===== config.mk =====
export PLATFORM = sky130hd
export DESIGN_NAME = alu_ctrl_seq
export DESIGN_NICKNAME = d
export VERILOG_FILES = /design/src/rtl/alu_ctrl_seq.sv
export SDC_FILE = /design/constraint.sdc
export NUM_CORES = 1
export LEC_CHECK = 0
export CAP_MARGIN = 30
export CELL_PAD_IN_SITES_DETAIL_PLACEMENT = 1
export CELL_PAD_IN_SITES_GLOBAL_PLACEMENT = 1
export CORE_ASPECT_RATIO = 0.75
export CORE_MARGIN = 2
export CORE_UTILIZATION = 35
export DETAILED_ROUTE_END_ITERATION = 6
export DONT_BUFFER_PORTS = 1
export PLACE_DENSITY_LB_ADDON = 0.1
export SYNTH_ARGS = -nofsm -noshare
export SYNTH_HDL_FRONTEND = slang
export SYNTH_SLANG_ARGS = --single-unit

===== constraint.sdc =====
create_clock -name clk -period 4.57 [get_ports clk]
set_clock_uncertainty 0.2 [all_clocks]
set_input_delay 0.6855 -clock clk [delete_from_list [all_inputs] [get_ports clk]]
set_output_delay 0.6855 -clock clk [all_outputs]
set_load 0.005 [all_outputs]

===== src/rtl/alu_ctrl_seq.sv =====
// Registered, handshaked ALU control unit: decodes ALUOp/opcode into an ALU operation
// and stalls issue while a multi-cycle MUL occupies the ALU. Optional macro: ALUCTL_TRAP_EN.
module alu_ctrl_seq #(
   parameter int unsigned OPC_W   = 11,
   parameter int unsigned OP_W    = 4,
   parameter int unsigned MUL_LAT = 4
) (
   input  logic             clk,
   input  logic             rst,
   input  logic             in_valid,
   output logic             in_ready,
   input  logic [1:0]       alu_op,
   input  logic [OPC_W-1:0] opcode,
   output logic             out_valid,
   input  logic             out_ready,
   output logic [OP_W-1:0]  operation,
   output logic             multicycle,
   output logic             illegal,
   output logic             busy,
   output logic             trap
);

   localparam int unsigned DEC_W     = 11;
   localparam int unsigned CNT_W     = (MUL_LAT > 2) ? $clog2(MUL_LAT - 1) : 1;
   localparam int unsigned BUSY_LOAD = (MUL_LAT > 1) ? (MUL_LAT - 2) : 0;
   localparam logic        MUL_STALL = (MUL_LAT > 1);

   localparam logic [DEC_W-1:0] OPC_ADD = 11'b10001011000;
   localparam logic [DEC_W-1:0] OPC_SUB = 11'b11001011000;
   localparam logic [DEC_W-1:0] OPC_AND = 11'b10001010000;
   localparam logic [DEC_W-1:0] OPC_ORR = 11'b10101010000;
   localparam logic [DEC_W-1:0] OPC_EOR = 11'b11001010000;
   localparam logic [DEC_W-1:0] OPC_LSL = 11'b11010011011;
   localparam logic [DEC_W-1:0] OPC_LSR = 11'b11010011010;
   localparam logic [DEC_W-1:0] OPC_MUL = 11'b10011011000;

   localparam logic [3:0] OP_AND  = 4'b0000;
   localparam logic [3:0] OP_ORR  = 4'b0001;
   localparam logic [3:0] OP_ADD  = 4'b0010;
   localparam logic [3:0] OP_EOR  = 4'b0011;
   localparam logic [3:0] OP_SUB  = 4'b0110;
   localparam logic [3:0] OP_PASS = 4'b0111;
   localparam logic [3:0] OP_LSL  = 4'b1000;
   localparam logic [3:0] OP_LSR  = 4'b1001;
   localparam logic [3:0] OP_MUL  = 4'b1100;
   localparam logic [3:0] OP_ILL  = 4'b1111;

   typedef enum logic {
      S_IDLE = 1'b0,
      S_BUSY = 1'b1
   } state_e;

   state_e            state_q, state_d;
   logic [CNT_W-1:0]  cnt_q, cnt_d;
   logic              out_valid_q, out_valid_d;
   logic [OP_W-1:0]   operation_q, operation_d;
   logic              multicycle_q, multicycle_d;
   logic              illegal_q, illegal_d;
   logic              busy_q, busy_d;
   logic              trap_q, trap_d;

   logic [DEC_W-1:0]  opc_key;
   logic [3:0]        dec_op;
   logic              dec_mul;
   logic              dec_ill;
   logic              in_ready_c;
   logic              accept_c;
   logic              out_hs_c;

   assign opc_key = opcode[OPC_W-1 -: DEC_W];

   // Purely combinational operation decode
   always_comb begin
      dec_op  = OP_ILL;
      dec_mul = 1'b0;
      dec_ill = 1'b0;
      if (alu_op == 2'b00) begin
         dec_op = OP_ADD;
      end else if (alu_op == 2'b01) begin
         dec_op = OP_PASS;
      end else begin
         case (opc_key)
            OPC_ADD: dec_op = OP_ADD;
            OPC_SUB: dec_op = OP_SUB;
            OPC_AND: dec_op = OP_AND;
            OPC_ORR: dec_op = OP_ORR;
            OPC_EOR: dec_op = OP_EOR;
            OPC_LSL: dec_op = OP_LSL;
            OPC_LSR: dec_op = OP_LSR;
            OPC_MUL: begin
               dec_op  = OP_MUL;
               dec_mul = 1'b1;
            end
            default: begin
               dec_op  = OP_ILL;
               dec_ill = 1'b1;
            end
         endcase
      end
   end

   // A pending MUL blocks new issue so the following op never overlaps its busy window
   assign in_ready_c = (state_q == S_IDLE) && !trap_q
                       && (!out_valid_q || out_ready)
                       && !(out_valid_q && multicycle_q && MUL_STALL);
   assign accept_c   = in_valid && in_ready_c;
   assign out_hs_c   = out_valid_q && out_ready;

   always_comb begin
      state_d      = state_q;
      cnt_d        = cnt_q;
      out_valid_d  = out_valid_q;
      operation_d  = operation_q;
      multicycle_d = multicycle_q;
      illegal_d    = illegal_q;
      busy_d       = busy_q;
      trap_d       = trap_q;
      case (state_q)
         S_IDLE: begin
            if (out_hs_c) begin
               out_valid_d = 1'b0;
               if (multicycle_q && MUL_STALL) begin
                  state_d = S_BUSY;
                  cnt_d   = CNT_W'(BUSY_LOAD);
                  busy_d  = 1'b1;
               end
            end
            if (accept_c) begin
               operation_d  = OP_W'(dec_op);
               multicycle_d = dec_mul;
               illegal_d    = dec_ill;
`ifdef ALUCTL_TRAP_EN
               // Illegal ops are swallowed and halt the unit instead of reaching the ALU
               if (dec_ill) begin
                  trap_d = 1'b1;
               end else begin
                  out_valid_d = 1'b1;
               end
`else
               out_valid_d = 1'b1;
`endif
            end
         end
         S_BUSY: begin
            if (cnt_q == '0) begin
               state_d = S_IDLE;
               busy_d  = 1'b0;
            end else begin
               cnt_d = cnt_q - CNT_W'(1);
            end
         end
         default: begin
            state_d = S_IDLE;
            busy_d  = 1'b0;
         end
      endcase
   end

   always_ff @(posedge clk or posedge rst) begin
      if (rst) begin
         state_q      <= S_IDLE;
         cnt_q        <= '0;
         out_valid_q  <= 1'b0;
         operation_q  <= '0;
         multicycle_q <= 1'b0;
         illegal_q    <= 1'b0;
         busy_q       <= 1'b0;
         trap_q       <= 1'b0;
      end else begin
         state_q      <= state_d;
         cnt_q        <= cnt_d;
         out_valid_q  <= out_valid_d;
         operation_q  <= operation_d;
         multicycle_q <= multicycle_d;
         illegal_q    <= illegal_d;
         busy_q       <= busy_d;
         trap_q       <= trap_d;
      end
   end

   assign in_ready   = in_ready_c;
   assign out_valid  = out_valid_q;
   assign operation  = operation_q;
   assign multicycle = multicycle_q;
   assign illegal    = illegal_q;
   assign busy       = busy_q;
`ifdef ALUCTL_TRAP_EN
   assign trap       = trap_q;
`else
   assign trap       = 1'b0;
`endif

endmodule

# --- After elaboration in Yosys (flattened, before gate mapping) ---
# Cells that the tools add are included.
totals:
  regBits: 11
  wordCells: 61
op_classes:
  n_addsub: 1
  n_eq_ne: 13
  mux: 23
  bitwise_logic: 1
  n_reduce_logical: 16
ops:
  columns: ["cell", "count"]
  rows:
  - ["== test 11 bit, second input constant", 8]
  - ["case mux 4 bit (8 select lines)", 1]
  - ["2-to-1 mux 1 bit", 14]
  - ["2-to-1 mux 4 bit", 2]
  - ["OR reduction 8 bit", 1]
  - ["2-to-1 mux 2 bit", 3]
  - ["inequality test 2 bit, second input constant", 3]
  - ["AND reduction 3 bit", 2]
  - ["logical AND 1 bit", 5]
  - ["zero test 2 bit", 2]
  - ["case mux 1 bit (2 select lines)", 2]
  - ["case mux 2 bit (2 select lines)", 1]
  - ["AND reduction 2 bit", 2]
  - ["== test 2 x 1 -> 1 bit, second input constant", 1]
  - ["zero test 1 bit", 2]
  - ["inequality test 2 x 1 -> 1 bit, second input constant", 1]
  - ["nonzero test 2 bit", 1]
  - ["subtractor 2 x 1 -> 2 bit, second input constant", 1]
  - ["logical OR 1 bit", 1]
  - ["NOT 1 bit", 1]

# --- Longest topological paths before layout ---
# Gate-level depths: netlist (run 1).
depth:
  depth_word: 7
  mapped_depth: 6

# --- Worst setup path before layout (run 1) ---
# Ideal clock, no wire load.
synth_path:
  path_type: "input-to-reg"
  start: "input opcode[9]"
  end: "register operation_q[0], in the netlist operation[0]"
  setup_ns: 0.134
  t_arrival_ns: 1.597
  setup_slack_ns: 2.638
  stages: 5
  cell_sequence: "clkbuf_1 > nor4b_1 > o2111ai_1 > a21boi_1 > a31oi_1"
synth_via:
  elab_chain_cells: 4
synth_rtl:
  columns: ["element", "line", "source"]
  rows:
  - ["start: declaration", "13", "input logic [OPC_W-1:0] opcode,"]
  - ["== test 11 bit", "82", "case (opc_key)"]
  - ["case mux 4 bit (8 select lines) *", "82", null]
  - ["2-to-1 mux 4 bit *", "79", "end else if (alu_op == 2'b01) begin"]
  - ["2-to-1 mux 4 bit *", "77", "if (alu_op == 2'b00) begin"]
  - ["end signal: assignment", "173", "operation_q <= operation_d;"]
  - ["end: declaration", "56", "logic [OP_W-1:0] operation_q, operation_d;"]
# Mark *: on every way between the ends. The rest lies on a longest branch, timed or not.
# A chain may end at the register's enable or synchronous reset.

# --- Final worst setup path (run 1) ---
layout_path:
  start: "register multicycle_q, in the netlist multicycle"
  end: "register operation_q[2], in the netlist operation[2]"
layout_via:
  elab_chain_cells: 5
layout_rtl:
  columns: ["element", "line", "source"]
  rows:
  - ["start: declaration", "57", "logic multicycle_q, multicycle_d;"]
  - ["start signal: assignment", "174", "multicycle_q <= multicycle_d;"]
  - ["logical AND 1 bit", "105", "&& !(out_valid_q && multicycle_q && MUL_STALL);"]
  - ["zero test 1 bit", "105", null]
  - ["logical AND 1 bit", "105", null]
  - ["logical AND 1 bit", "106", "assign accept_c = in_valid && in_ready_c;"]
  - ["AND reduction 2 bit (no line)", null, null]
# Every way passes these cells.

==> impl_metrics.py, run 1 <==
metrics = {
    "outcome": {
        "outcome": "finished clean",
    },
    "floorplan": {
        "initial_utilization_pct": 38.04,
        "die_w_um": 54.69,
        "dieHeight_um": 42.02,
        "pin_count": 27,
        "core_area_um2": 1773,
        "fp-row-count": 13,
        "die-area_um2": 2298,
    },
    "yosys": {
        "syn_nets": 89,
        "yosysTopAreaCellShare_pct": 40.82,
        "ys_ff_latch": 11,
        "ys_types": 34,
        "yosysWarnings": 0,
        "ys_top_cells_by_area": "dfrtp_1, a31oi_1, mux2i_1",
        "synthFlopType": "dfrtp_1",
        "synth_cells": 71,
        "syn_area_per_cell_um2": 9.499,
        "synthTopCellsByCount": "dfrtp_1, inv_1, nand3_1",
        "async_reset_ff_share_pct": 100.0,
        "synth_top_area_cell": "dfrtp_1",
        "syn_area_um2": 674.4,
        "synth.most_common_cell": "dfrtp_1",
        "seq_area_frac_synth_pct": 40.82,
        "synth_edf_count": 0,
    },
    "global_routing": {
        "antenna_found_initial": 0,
        "grt_pass1_vias": 493,
        "track_usage_pct": 14.86,
        "met2_usage_pct": 17.86,
        "use_met3_pct": 6.786,
        "grt_pass1_wl_um": 2373,
        "use_met1_pct": 22.97,
        "grt_busiest_layer": "met1",
        "grt_max_degree": 14,
        "overflow": 0,
    },
    "finish": {
        "final_layout_size_suffix_gt1_share_pct": 12.50,
        "antenna-diode-count": 0,
        "nets": 91,
        "area_growth_pct": 5.751,
        "design_area_um2": 713.2,
        "nFillCells": 211,
    },
    "clock_tree": {
        "cts-buffers-inserted": 3,
        "cts_tree": "built",
        "clkTransAtPathRegs_ps": 70,
        "htree_levels": 1,
        "ctsRootBufferMaster": "clkbuf_4",
        "cts_setup_buffers": 0,
        "cts_hold_repair.buffers": 0,
        "worstSkewPairLatency_ps": 270,
        "cts_buffer_depth": 2,
        "cts_resized": 0,
        "cts.sinks": 11,
    },
    "pwr": {
        "total_power_w": 0.0002250,
        "peakVddDrop_mv": 0.1360,
        "p_sw_w": 0.00006449,
        "combPwrFrac_pct": 18.1,
        "clockPowerShare_pct": 29.6,
        "leakage_nw": 0.2953,
        "intPower_w": 0.0001606,
        "pwr-share-seq_pct": 52.3,
        "p_per_area_nw_per_um2": 315.6,
        "swShare_pct": 28.66,
    },
    "drt": {
        "wl_per_cell_um": 16.33,
        "drt-pass1-iter-count": 4,
        "routed_via_density": 5.691,
        "drc": 0,
        "ant_nets": 0,
        "vias": 535,
        "routed_wl_um": 1535,
        "drtIter0Drc": 14,
    },
    "timing": {
        "setup_violations": 0,
        "min_period_over_period_pct": 44.16,
        "rsz0062_at_grt": "no",
        "tightest_slew_ps": 809.5,
        "hold_viol": 0,
        "min_period_ps": 2018,
        "setup_tns_ps": 0,
        "maxSlewViolCount": 0,
        "max_freq_ghz": 0.4955,
        "max-slew-margin-rel_pct": 45.94,
    },
    "setup_path": {
        "worstPathArrival_ps": 1940,
        "r2r_start": "multicycle$_DFFE_PP0P_",
        "r2r_cells": 4,
        "cp.required_ps": 4490,
        "reg2reg_to": "operation[2]$_DFFE_PP0P_",
        "worst-path-max-fanout": 13,
        "worstSetupPathType": "reg -> reg",
        "cp-start-kind": "flop",
        "critPathCaptureType": "flop",
        "regToRegSetupSlack_ps": 2550,
    },
    "placed_design": {
        "placed_area_um2": 685.7,
        "port_buffers": 0,
        "gp_congestion": 0.7514,
        "hpwl_um": 1202,
    },
    "hold_path": {
        "hold_class": "in -> async",
    },
    "flow_run": {
        "drv_cap": 0,
    },
}
-- metrics by stage --
stage,worst slack [ps],cells,hold slack [ps],utilization (%)
detailed placement,2423,90,271.5,38.67
global route,2386,94,119.6,40.23
global placement,2461,90,268.0,38.67
CTS,2548,94,88.38,40.23
floorplan,2638,71,250.9,-
finish,2552,94,90.48,40.23
-- cell families after synthesis --
logic type	synth area share, %
compound gates	18.00
xor+xnor	2.598
fa+ha+maj	1.855
buf+inv	6.308
flops	40.82
mux	4.453
other cells	0.5561
simple gates	25.42
-- power by group through the flow --
stage          registers (W)  clock network, W   logic, W
3_5_place_dp        0.000120                 0  0.0000411
5_1_grt             0.000119         0.0000771  0.0000461
3_3_place_gp        0.000120                 0  0.0000380
4_1_cts             0.000118         0.0000719  0.0000414
2_1_floorplan       0.000118                 0  0.0000349
6_report            0.000118         0.0000667  0.0000407
-- layout make-up --
class	instances	area (um^2)	area share, %
inverter	7	26.28	3.684
sequential	11	275.3	38.60
clock inverter	1	5.005	0.7018
clock buffer	3	22.52	3.158
tap	22	27.53	3.860
multi-input combinational	50	356.6	50.00
-- registers in the layout, summed over array words and instances (netlist names) --
name	flops
state_q	1
cnt_q	2
operation	4
out_valid	1
busy	1
illegal	1
multicycle	1
-- routing by layer --
metal | part of all wire [%] | routed length (um)
met5 | 0 | 0
met4 | 0.59 | 9
met3 | 8.5 | 131
met2 | 36 | 558
met1 | 54 | 834
-- worst max path at each step --
stage | from | end | slack [ps] | cells after the start
final | multicycle$_DFFE_PP0P_ | operation[2]$_DFFE_PP0P_ | 2550 | 4
after global routing | multicycle$_DFFE_PP0P_ | operation[2]$_DFFE_PP0P_ | 2390 | 4
after CTS | multicycle$_DFFE_PP0P_ | operation[2]$_DFFE_PP0P_ | 2550 | 4
after detailed placement | out_ready | operation[2]$_DFFE_PP0P_ | 2420 | 4
after global placement | out_ready | operation[2]$_DFFE_PP0P_ | 2460 | 4
after floorplan | opcode[9] | operation[0]$_DFFE_PP0P_ | 2640 | 5
-- placed cells by master (no fill, tap or decap), types with 2 or more instances in the layout --
cell type   n
a31oi_1     5
dfrtp_1    11
o21ai_0     4
clkbuf_4    3
nand3_1     6
nor2_1      4
nor2b_1     2
mux2i_1     3
nand2b_1    4
inv_1       7
-- critical path, stage by stage, from the launching register on --
cell and delay [ps]:
dfrtp_1 440, nand2b_1 190, a211oi_2 710, mux2i_1 260, a31oi_1 60
No activity file was read; power rests on OpenSTA's default activity.
==> run 2: changes to the inputs <==
==> constraint.sdc (replaced) <==
create_clock -name clk -period 2.1 [get_ports clk]
set_clock_uncertainty 0.2 [all_clocks]
set_input_delay 0.315 -clock clk [delete_from_list [all_inputs] [get_ports clk]]
set_output_delay 0.315 -clock clk [all_outputs]
set_load 0.005 [all_outputs]
==> run 2 against run 1 <==
  * Maximum frequency increased by 20%
  * Combinational power increased by 130%
  * Sequential power increased by 120%
  * Clock power increased by 120%
  * Core utilization increased by 1.6 points
  * First-iteration DRC count decreased by 79%
  * Routed wire length increased by 10%
  * Setup slack got worse by 2100 ps
  * Non-clock buffer count increased by 3
==> impl_metrics.py, run 2 (synthesis results as in run 1) <==
metrics = {
    "drt": {
        "ant_nets": 0,
        "wl_per_cell_um": 17.46,
        "vias": 552,
        "drc": 0,
        "drtIter0Drc": 3,
        "routed_via_density": 5.691,
        "drt-pass1-iter-count": 3,
        "routed_wl_um": 1694,
    },
    "setup_path": {
        "crit_path_cell_trace": "nand2b_1 > a211oi_2 > buf_4 > mux2i_1 > a31oi_1",
        "critPathCaptureType": "flop",
        "cp-start-kind": "flop",
        "regToRegSetupSlack_ps": 420,
        "reg2reg_to": "operation[2]$_DFFE_PP0P_",
        "worstPathArrival_ps": 1620,
        "worstSetupPathType": "reg -> reg",
        "worst_path_largest_cell_delay_ps": 440,
        "r2r_cells": 5,
        "r2r_start": "multicycle$_DFFE_PP0P_",
        "cpMaxStageDelayCell": "dfrtp_1",
        "worst-path-max-fanout": 13,
        "cp.required_ps": 2040,
    },
    "finish": {
        "multi_input_area_um2": 356.6,
        "area_growth_pct": 9.833,
        "largest_register_ffs": 4,
        "layout_common_cells": "dfrtp_1, inv_1, nand3_1, a31oi_1",
        "final_common_cell": "dfrtp_1",
        "nFillCells": 217,
        "antenna-diode-count": 0,
        "seqCellArea_um2": 275.3,
        "final_layout_size_suffix_gt1_share_pct": 13.33,
        "nets": 94,
    },
    "timing": {
        "max_freq_ghz": 0.5958,
        "min_period_over_period_pct": 79.93,
        "setup_tns_ps": 0,
        "setup_ws_ps": 421.5,
        "setup_violations": 0,
        "min_period_ps": 1678,
        "hold_slack_ps": 1.610,
        "hold_viol": 0,
        "rsz0062_at_grt": "no",
        "maxSlewViolCount": 0,
    },
    "hold_path": {
        "hold_depth": 2,
        "min_to": "operation[3]$_DFFE_PP0P_",
        "min_from": "alu_op[1]",
        "hold_class": "in -> reg",
    },
    "global_routing": {
        "track_usage_pct": 16.44,
        "grt_pass1_wl_um": 2684,
        "antenna_found_initial": 0,
        "grt_pass1_vias": 601,
        "overflow": 0,
        "grt_max_degree": 14,
    },
    "floorplan": {
        "fp-row-count": 13,
        "die-area_um2": 2298,
        "core_area_um2": 1773,
        "die_w_um": 54.69,
        "pin_count": 27,
        "dieHeight_um": 42.02,
        "initial_utilization_pct": 38.04,
    },
    "placed_design": {
        "preCtsSetupSlack_ps": 409.4,
        "port_buffers": 0,
        "gp_congestion": 0.7755,
        "hpwl_um": 1312,
    },
    "pwr": {
        "p_sw_w": 0.0001406,
        "pwr-share-seq_pct": 52.0,
        "total_power_w": 0.0004929,
        "combPwrFrac_pct": 18.7,
        "p_per_area_nw_per_um2": 665.4,
        "clockPowerShare_pct": 29.3,
        "swShare_pct": 28.52,
        "intPower_w": 0.0003523,
        "peakVddDrop_mv": 0.3328,
        "leakage_nw": 0.3086,
    },
    "clock_tree": {
        "clkTransAtPathRegs_ps": 80,
        "worstSkewPairLatency_ps": 270,
        "cts_hold_repair.buffers": 1,
        "cts_buffer_depth": 2,
        "cts.sinks": 11,
        "cts_resized": 0,
        "htree_levels": 1,
        "cts_tree": "built",
        "cts_setup_buffers": 0,
        "ctsRootBufferMaster": "clkbuf_4",
        "cts-buffers-inserted": 3,
    },
    "outcome": {
        "outcome": "finished clean",
    },
    "flow_run": {
        "drv_cap": 0,
    },
}
[run 2: changes by cell type in the layout (fill, tap and decap cells not counted), sizes merged]
cell,previous run,this run
buf,0,1
dlygate4sd3,0,2
[run 2: area by class of cell]
cell class              count  area share (%)
multi-input cells          50           48.14
flip-flops and latches     11           37.16
repair buffers              3           3.716
well taps                  22           3.716
inverters                   7           3.547
clock buffers               3           3.041
clock inverters             1          0.6757
[run 2: stage by stage]
step           instances  area, um^2  utilization, %
4_1_cts               96       730.7           41.21
6_report              97       740.7           41.78
3_3_place_gp          91       693.2           39.10
2_1_floorplan         71       674.4               -
5_1_grt               97       740.7           41.78
3_5_place_dp          91       693.2           39.10
[run 2: how the worst max path moves through the flow]
stage                                 startpoint                        to  slack, ps  depth (start not counted)
after floorplan           multicycle$_DFFE_PP0P_  operation[1]$_DFFE_PP0P_        510                          5
after global placement                 opcode[9]  operation[2]$_DFFE_PP0P_        460                          4
after detailed placement  multicycle$_DFFE_PP0P_  operation[2]$_DFFE_PP0P_        410                          5
after CTS                 multicycle$_DFFE_PP0P_  operation[2]$_DFFE_PP0P_        400                          5
after global routing      multicycle$_DFFE_PP0P_  operation[2]$_DFFE_PP0P_        310                          5
final                     multicycle$_DFFE_PP0P_  operation[2]$_DFFE_PP0P_        420                          5
[run 2: per-layer routing]
metal  GRT usage (%)  wire length [um]
met5               0                 0
met4           3.000                 9
met2           23.10               734
met1           23.82               825
met3           6.429               124
[run 2: power groups by stage]
stage	logic, W	clock network, W	registers, W
2_1_floorplan	0.0000760	0	0.000256
3_3_place_gp	0.0000861	0	0.000260
3_5_place_dp	0.0000916	0	0.000261
4_1_cts	0.0000940	0.000154	0.000257
5_1_grt	0.000109	0.000163	0.000259
6_report	0.0000922	0.000144	0.000256
[run 2: critical path, delay by kind of cell (launching register included)]
kind | cells | cell delay [ps]
flops | 1 | 440
compound gates | 2 | 280
buf+inv | 1 | 220
mux | 1 | 220
simple gates | 1 | 200
